[src/rtl/axi_cmd_frontend.sv]
// ---------------------------------------------------------------------------
// axi_cmd_frontend
// AXI4 slave address/response front-end for the memory controller user port.
// Accepts write bursts on AW and read bursts on AR. Each burst becomes one
// native command per 32-byte beat. One OKAY B response is returned per write
// burst. W and R data are handled by separate blocks.
//
// Ports
//   sys_clk, sys_rst          clock (rising edge), synchronous active-low reset
//   axi_aw_* / axi_ar_*       address channels; only addr/burst/len/id are used
//   axi_b_*                   write response channel (resp always OKAY)
//   native_cmd_*              per-beat command stream; addr is in beat units
// ---------------------------------------------------------------------------
module axi_cmd_frontend #(
   parameter int ADDR_W     = 32,
   parameter int ID_W       = 1,
   parameter int BEAT_SHIFT = 5
) (
   input  logic              sys_clk,
   input  logic              sys_rst,
   input  logic              axi_aw_valid,
   output logic              axi_aw_ready,
   input  logic              axi_aw_first,
   input  logic              axi_aw_last,
   input  logic [ADDR_W-1:0] axi_aw_payload_addr,
   input  logic [1:0]        axi_aw_payload_burst,
   input  logic [7:0]        axi_aw_payload_len,
   input  logic [3:0]        axi_aw_payload_size,
   input  logic [1:0]        axi_aw_payload_lock,
   input  logic [2:0]        axi_aw_payload_prot,
   input  logic [3:0]        axi_aw_payload_cache,
   input  logic [3:0]        axi_aw_payload_qos,
   input  logic [ID_W-1:0]   axi_aw_payload_id,
   input  logic              axi_ar_valid,
   output logic              axi_ar_ready,
   input  logic              axi_ar_first,
   input  logic              axi_ar_last,
   input  logic [ADDR_W-1:0] axi_ar_payload_addr,
   input  logic [1:0]        axi_ar_payload_burst,
   input  logic [7:0]        axi_ar_payload_len,
   input  logic [3:0]        axi_ar_payload_size,
   input  logic [1:0]        axi_ar_payload_lock,
   input  logic [2:0]        axi_ar_payload_prot,
   input  logic [3:0]        axi_ar_payload_cache,
   input  logic [3:0]        axi_ar_payload_qos,
   input  logic [ID_W-1:0]   axi_ar_payload_id,
   output logic              axi_b_valid,
   input  logic              axi_b_ready,
   output logic              axi_b_first,
   output logic              axi_b_last,
   output logic [1:0]        axi_b_payload_resp,
   output logic [ID_W-1:0]   axi_b_payload_id,
   output logic              native_cmd_valid,
   input  logic              native_cmd_ready,
   output logic              native_cmd_first,
   output logic              native_cmd_last,
   output logic              native_cmd_payload_we,
   output logic [ADDR_W-1:0] native_cmd_payload_addr
);

   typedef enum logic [1:0] {IDLE, WR_BURST, RD_BURST, WR_RESP} state_t;

   state_t            state;
   logic              prio_rd;      // 0: AW wins a tie, 1: AR wins a tie
   logic [ADDR_W-1:0] start_addr;
   logic [1:0]        burst_q;
   logic [7:0]        len_q;
   logic [ID_W-1:0]   id_q;
   logic [8:0]        beat;         // 9 bits so len=255 (256 beats) fits
   logic [8:0]        beat_nxt;

   logic              idle;
   logic              aw_hs;
   logic              ar_hs;
   logic [ADDR_W-1:0] sel_addr;
   logic [1:0]        sel_burst;
   logic [7:0]        sel_len;
   logic [ID_W-1:0]   sel_id;

   // Fields the address channels carry but this block has no use for.
   logic unused_inputs;
   assign unused_inputs = ^{axi_aw_first, axi_aw_last, axi_aw_payload_size,
                            axi_aw_payload_lock, axi_aw_payload_prot,
                            axi_aw_payload_cache, axi_aw_payload_qos,
                            axi_ar_first, axi_ar_last, axi_ar_payload_size,
                            axi_ar_payload_lock, axi_ar_payload_prot,
                            axi_ar_payload_cache, axi_ar_payload_qos};

   // Readys are gated by reset so every output reads 0 while reset is held.
   assign idle         = (state == IDLE) && sys_rst;
   assign axi_aw_ready = idle && (!prio_rd || !axi_ar_valid);
   assign axi_ar_ready = idle && ( prio_rd || !axi_aw_valid);
   assign aw_hs        = axi_aw_valid && axi_aw_ready;
   assign ar_hs        = axi_ar_valid && axi_ar_ready;

   assign sel_addr  = aw_hs ? axi_aw_payload_addr  : axi_ar_payload_addr;
   assign sel_burst = aw_hs ? axi_aw_payload_burst : axi_ar_payload_burst;
   assign sel_len   = aw_hs ? axi_aw_payload_len   : axi_ar_payload_len;
   assign sel_id    = aw_hs ? axi_aw_payload_id    : axi_ar_payload_id;
   assign beat_nxt  = beat + 9'd1;

   assign axi_b_first        = axi_b_valid;
   assign axi_b_last         = axi_b_valid;
   assign axi_b_payload_resp = 2'b00;

   // Native beat address for a given beat of a burst. WRAP only wraps for the
   // legal AXI wrap lengths; any other length falls back to INCR behaviour.
   function automatic logic [ADDR_W-1:0] beat_addr(
      input logic [ADDR_W-1:0] start,
      input logic [1:0]        burst,
      input logic [7:0]        len,
      input logic [8:0]        nbeat
   );
      logic [ADDR_W-1:0] offset;
      logic [ADDR_W-1:0] mask;
      logic [ADDR_W-1:0] byte_addr;
      logic              wrap_ok;
      offset  = ADDR_W'(nbeat) << BEAT_SHIFT;
      mask    = ((ADDR_W'(len) + ADDR_W'(1)) << BEAT_SHIFT) - ADDR_W'(1);
      wrap_ok = (burst == 2'd2) &&
                (len == 8'd1 || len == 8'd3 || len == 8'd7 || len == 8'd15);
      if (burst == 2'd0)
         byte_addr = start;
      else if (wrap_ok)
         byte_addr = (start & ~mask) | ((start + offset) & mask);
      else
         byte_addr = start + offset;
      return byte_addr >> BEAT_SHIFT;
   endfunction

   always_ff @(posedge sys_clk) begin
      if (!sys_rst) begin
         state                   <= IDLE;
         prio_rd                 <= 1'b0;
         beat                    <= '0;
         native_cmd_valid        <= 1'b0;
         native_cmd_first        <= 1'b0;
         native_cmd_last         <= 1'b0;
         native_cmd_payload_we   <= 1'b0;
         native_cmd_payload_addr <= '0;
         axi_b_valid             <= 1'b0;
         axi_b_payload_id        <= '0;
      end else begin
         case (state)
            IDLE: begin
               if (aw_hs || ar_hs) begin
                  start_addr              <= sel_addr;
                  burst_q                 <= sel_burst;
                  len_q                   <= sel_len;
                  id_q                    <= sel_id;
                  beat                    <= '0;
                  prio_rd                 <= ~prio_rd;
                  native_cmd_valid        <= 1'b1;
                  native_cmd_first        <= 1'b1;
                  native_cmd_last         <= (sel_len == 8'd0);
                  native_cmd_payload_we   <= aw_hs;
                  native_cmd_payload_addr <= beat_addr(sel_addr, sel_burst, sel_len, 9'd0);
                  state                   <= aw_hs ? WR_BURST : RD_BURST;
               end
            end
            WR_BURST, RD_BURST: begin
               if (native_cmd_ready) begin
                  if (native_cmd_last) begin
                     native_cmd_valid <= 1'b0;
                     native_cmd_first <= 1'b0;
                     native_cmd_last  <= 1'b0;
                     if (state == WR_BURST) begin
                        axi_b_valid      <= 1'b1;
                        axi_b_payload_id <= id_q;
                        state            <= WR_RESP;
                     end else begin
                        state <= IDLE;
                     end
                  end else begin
                     beat                    <= beat_nxt;
                     native_cmd_first        <= 1'b0;
                     native_cmd_last         <= (beat_nxt == {1'b0, len_q});
                     native_cmd_payload_addr <= beat_addr(start_addr, burst_q, len_q, beat_nxt);
                  end
               end
            end
            WR_RESP: begin
               if (axi_b_ready) begin
                  axi_b_valid <= 1'b0;
                  state       <= IDLE;
               end
            end
            default: state <= IDLE;
         endcase
      end
   end

endmodule

[config.mk]
export PLATFORM = sky130hd
export DESIGN_NAME = axi_cmd_frontend
export DESIGN_NICKNAME = d
export VERILOG_FILES = /design/src/rtl/axi_cmd_frontend.sv
export SDC_FILE = /design/constraint.sdc
export NUM_CORES = 1
export LEC_CHECK = 0
export CAP_MARGIN = 0
export CORE_MARGIN = 5
export CORE_UTILIZATION = 47
export DETAILED_ROUTE_END_ITERATION = 8
export PLACE_DENSITY = 0.87
export SLEW_MARGIN = 20
export SYNTH_ARGS = -nofsm -noshare
export SYNTH_HDL_FRONTEND = slang
export SYNTH_SLANG_ARGS = --single-unit
[constraint.sdc]
create_clock -name sys_clk -period 3 [get_ports sys_clk]
set_input_delay 0.6 -clock sys_clk [delete_from_list [all_inputs] [get_ports sys_clk]]
set_output_delay 0.6 -clock sys_clk [all_outputs]
set_load 0.03 [all_outputs]
[Word-level counts from Yosys, hierarchy flattened]
Index checks and enable logic that the tools add are counted.
W data, S select, Z words.
Word-level totals
  flip-flop bits (word level): 93
  input bits: 130
  output and inout port bits: 44
Operators by class
  $add $sub $neg: 6
  eq/ne operators: 20
  mux-type cells: 38
  bitwise operators: 9
  reduce and logical (&&, ||, !) cells: 34
Operators by type and width (count)
  $mux W32: 8
  $and A32 B32 Y32: 4
  $not A32 Y32: 2
  $or A32 B32 Y32: 2
  $pmux W32 S2: 1
  $add A32 B14 Y32: 1
  $sub A14 B1 Y15 const B: 2
  $mux W9: 3
  $add A8 B1 Y9 const B: 2
  $pmux W9 S2: 1
  $eq A8 B1 Y1 const B: 2
  $eq A8 B2 Y1 const B: 2
  $eq A8 B3 Y1 const B: 2
  $eq A8 B4 Y1 const B: 2
  $reduce_and A4 Y1: 4
  $mux W2: 7
  $mux W1: 12
  $ne A2 B2 Y1 const B: 5
  $add A9 B1 Y9 const B: 1
  $eq A9 B8 Y1: 1
  $logic_or A1 B1 Y1: 9
  $eq A2 B2 Y1 const B: 4
  $logic_not A8 Y1: 1
  $mux W8: 1
  other kinds (13): 28

[Logic depth before layout (Yosys ltp)]
  depth in word-level cells: 14
  mapped depth: 12
  mapped depth without buffers: 12

[Least setup slack after synthesis]
No wires, ideal clock.
  path kind: register -> register
  start: reg beat[0]
  end: reg native_cmd_payload_addr[17]
  arrival time: 2601 ps
  data required time: 2871 ps
  slack: 270 ps
  cell stages (with the launch flop): 13
  clock period less this slack: 2730 ps
  cell sequence: dfxtp_1 ha_1 nand3_1 nor2_1 xor2_1 ha_1 nand2_1 nor2_1 a211oi_1 o31ai_4 and4bb_2 xnor2_1 o21ai_0
On the way
  longest elaborated chain between the ends: 9
Ends and longest elaborated chain
  start: declaration: line 69  | logic [8:0] beat;
  start signal: assignment: line 175  | beat <= beat_nxt;
  $add A9 B1 Y9 (*): line 100  | assign beat_nxt = beat + 9'd1;
  $add A32 B14 Y32 (*): line 125, 127
  $and A32 B32 Y32: line 125  | byte_addr = (start & ~mask) | ((start + offset) & mask);
  $or A32 B32 Y32: line 125
  $mux W32 (*): line 124  | else if (wrap_ok)
  $mux W32 (*): line 122  | if (burst == 2'd0)
  $mux W32 (*): line 163  | if (native_cmd_last) begin
  $mux W32 (*): line 162  | if (native_cmd_ready) begin
  $pmux W32 S2 (*): line 144  | case (state)
  end signal: assignment: line 157  | native_cmd_payload_addr <= beat_addr(sel_addr, sel_burst, sel_len, 9'd0);
  end signal: assignment: line 178  | native_cmd_payload_addr <= beat_addr(start_addr, burst_q, len_q, beat_nxt);
  end: declaration: line 58  | output logic [ADDR_W-1:0] native_cmd_payload_addr
Mark *: on every way between the ends. The rest lies on a longest branch, timed or not. The select of a mux whose other input is x is not followed.
A chain may end at the register's enable or synchronous reset.

[Worst setup path after layout]
  start: reg beat[1]
  end: reg native_cmd_payload_addr[8]
Same word-level chain as after synthesis.

==> metrics.md <==
| Metric | Value |
|---|---|
| Top post-synthesis cells by area | `edfxtp_1 (22%), dfxtp_1 (17%), mux2_2 (8.3%)` |
| Worst slack, placed | `0.0135 ns` |
| # fillers | `about 860` |
| Overflow left after global routing | `0` |
| Post-synthesis area per instance | `9.58 um^2` |
| Total number of vias | `4594` |
| Power Density | `812 nW/um^2` |
| Setup Crit Path Kind | `reg2reg` |
| Worst setup EP type | `register` |
| DIE AREA | `around 13000 um^2` |
| Fmax | `337 MHz` |
| Hold-fix buffers, CTS | `0` |
| Vias per cell | `5.70` |
| CTS Buffer Depth | `2` |
| GPL Wtd Cong | `a little under 0.9` |
| Final WS setup | `0.0329 ns` |
| Synth Cell Area | `about 5200 um^2` |
| Min Clock Period, post-route | `2.97 ns` |
| Clk root buf | `clkbuf_8` |
| Placed Cells | `788` |
| Boundary pin count | `around 170` |
| Largest net degree at the start of global routing | `32` |
| First-pass GRT wire length | `22700 um` |
| Worst R2R Setup Slack | `0.03 ns` |
| WP data required | `3.29 ns` |
| Initial core utilization | `47.8%` |
| Worst path cell trace | `ha_2, xor2_2, ha_1, nor2b_1, o31a_1, o31ai_2, buf_4, a21boi_0, xor2_1, mux2i_1, a211oi_2` |
| Clock transition at path regs | `0.10 ns` |
| Critical Path Start | `beat[1]` |
| Nets | `810` |
| Slew @ Worst Pin | `0.651 ns` |
| IO buf count | `118` |
| Residual DRC count | `0` |
| Die H | `about 120 um` |
| Layout cells sized above 1 | `roughly 18%` |
| Slowest CP cell | `dfxtp_1` |
| Post-synth EDFFs | `38` |
| Max-cap viol count | `0` |
| Seq pwr share | `32.6%` |
| Cell variety after synth | `between 50 and 60` |
| Post-synthesis cell type with the largest combined area | `edfxtp_1` |
| Clock network power share | `15.1%` |
| FP Rows | `38` |
| Setup violations, final | `0` |
| Drt total wl | `14200 um` |
| Final Skew | `0.0196 ns` |
| Design Power | `5.52 mW` |
| H-tree Lvls | `3` |
| Tcrit/Tclk final | `98.9%` |
| Sequential element share of the synthesized area | `39.4%` |
| Area Growth Syn to Fin | `31.2%` |
| WP data arrival | `3.26 ns` |
| Worst min-delay path class | `reg2reg` |
| R2R depth | `11` |
| Leak Pwr | `2.52 nW` |
| TritonCTS clock tree | `built` |
| Ant. Diodes | `0` |
| Final Util | `62.7%` |
| Commonest cells in the netlist | `dfxtp_1 (45), nand2_1 (45), edfxtp_1 (38), mux2_2 (38), o21ai_0 (33)` |
| Number of global-route vias before repair | `~4700` |
| Switching share of power | `43.2%` |
| Core footprint | `10800 um^2` |
| Setup TNS | `0 ns` |
| DR WL/cell | `17.7 um` |
| GRT Util Overall | `21.2%` |
| Top FF cell, synth | `dfxtp_1` |
| FF-to-FF Start | `beat[1]` |
| Cell internal pwr | `3.14 mW` |
| Comb power frac | `52.3%` |
| Final instance area | `6800 um^2` |
| Worst Setup EP | `native_cmd_payload_addr[8]` |
| Outcome | `finished, final reports clean` |
| Post-Synthesis Cells | `541` |
| Crit-path max FO | `5` |
| Antenna Violating Nets Remaining | `0` |
| Fin cells | `806` |
| Hold Fails Final Rpt | `0` |
| Reg2reg end | `native_cmd_payload_addr[8]` |
| Initial antenna violation count | `0` |
| Worst skew pair latency | `0.38 ns` |
| Max Slew Vio Count | `0` |
| Syn. warnings | `0` |
| Num CTS Buffers | `9` |
| CTS sink cnt | `83` |
| CP peak stage delay | `0.39 ns` |
| Seq cells post-synth | `83` |
| Area post-placement | `approximately 6500 um^2` |
| Final HPWL DP | `10100 um` |
| Critical Path Source Type | `register` |
| Min Hold Slack | `between 0.4 and 0.5 ns` |
| Post-synth top area share | `22.0%` |
| Die W | `115 um` |
| Max IR drop VDD | `0.644 mV` |
| P_sw | `2.39 mW` |
| DRC marker count from the first detailed-route iteration | `347` |
| Rel. slew slack | `56.5%` |
| Synth async-reset ratio | `0%` |
| Drt pass-1 iters | `5` |
==> flip-flops by register name (all words and copies together) (netlist names) <==
register,flops
axi_b_first,1
axi_b_payload_id,1
beat,9
burst_q,2
id_q,1
len_q,8
native_cmd_first,1
native_cmd_last,1
native_cmd_payload_addr,27
native_cmd_payload_we,1
native_cmd_valid,1
prio_rd,1
start_addr,27
state,2
==> cells by family after synthesis <==
kind of cell    after synthesis  synth area share, %
fa+ha+maj                    19                 4.73
xor+xnor                     45                 7.61
other cells                   1               0.0724
flops                        83                 39.4
buf+inv                      54                 5.55
mux                          50                 10.6
compound gates              123                 15.9
simple gates                166                 16.1
==> power by group through the flow <==
stage          sequential [mW]  combinational, mW  clock, mW
2_1_floorplan             2.11               1.52          0
3_3_place_gp              1.80               2.74          0
3_5_place_dp              1.81               2.82          0
4_1_cts                   1.79               2.84      0.835
5_1_grt                   1.84               3.11      0.891
6_report                  1.80               2.89      0.832
==> layout make-up <==
cell class / count / area, um^2 / area share [%]
Multi-Input combinational cell: 411 / 2960 / 43.5
Sequential cell: 83 / 2040 / 30.0
Clock buffer: 9 / 124 / 1.82
Inverter: 14 / 52.6 / 0.773
Tap cell: 140 / 175 / 2.58
Timing Repair Buffer: 142 / 1370 / 20.1
Clock inverter: 7 / 81.3 / 1.20
==> worst max-delay path, delay by kind of cell, from the launching register on <==
family	cells	cell delay, ns
XOR/XNOR	2	0.42
flip-flops	1	0.39
adder cells (fa/ha/maj)	2	0.60
AO/OA/AOI/OAI	4	0.97
AND/OR/NAND/NOR	1	0.18
buffers and inverters	1	0.19
multiplexers	1	0.13
==> layer usage <==
metal | part of all wire [%] | track usage, %
met4 | 1.9 | 6.65
met3 | 7.1 | 3.68
met1 | 40 | 26.2
met2 | 51 | 37.4
met5 | 0 | 0
==> cell usage in the layout (no fill, tap or decap), types with 11 or more instances in the layout <==
cell / instances
dfxtp_1: 44
a31o_2: 19
clkdlybuf4s50_1: 116
ha_1: 17
edfxtp_1: 38
xor2_1: 28
nand2_1: 45
mux2i_1: 12
and2_1: 22
nor3_1: 11
o21ai_0: 33
a21oi_1: 19
buf_4: 25
inv_1: 13
nor2_1: 30
nand3_1: 14
xnor2_1: 14
mux2_2: 38
==> worst min-delay path by stage <==
stage               cells after the start  slack (ns)                       start                         end
floorplan                               2        0.45                        id_q            axi_b_payload_id
global placement                        2        0.45  native_cmd_payload_addr[4]  native_cmd_payload_addr[4]
detailed placement                      2        0.46  native_cmd_payload_addr[4]  native_cmd_payload_addr[4]
CTS                                     2        0.47  native_cmd_payload_addr[4]  native_cmd_payload_addr[4]
global route                            2        0.48  native_cmd_payload_addr[4]  native_cmd_payload_addr[4]
finish                                  2        0.47  native_cmd_payload_addr[4]  native_cmd_payload_addr[4]
==> timing repair <==
action	in CTS	in global routing
pin swaps	0	4
gates cloned	0	1
gates resized for setup	1	12
endpoints found under the setup margin	9	19
buffers inserted	0	1
Power figures use the tool's default switching activity.
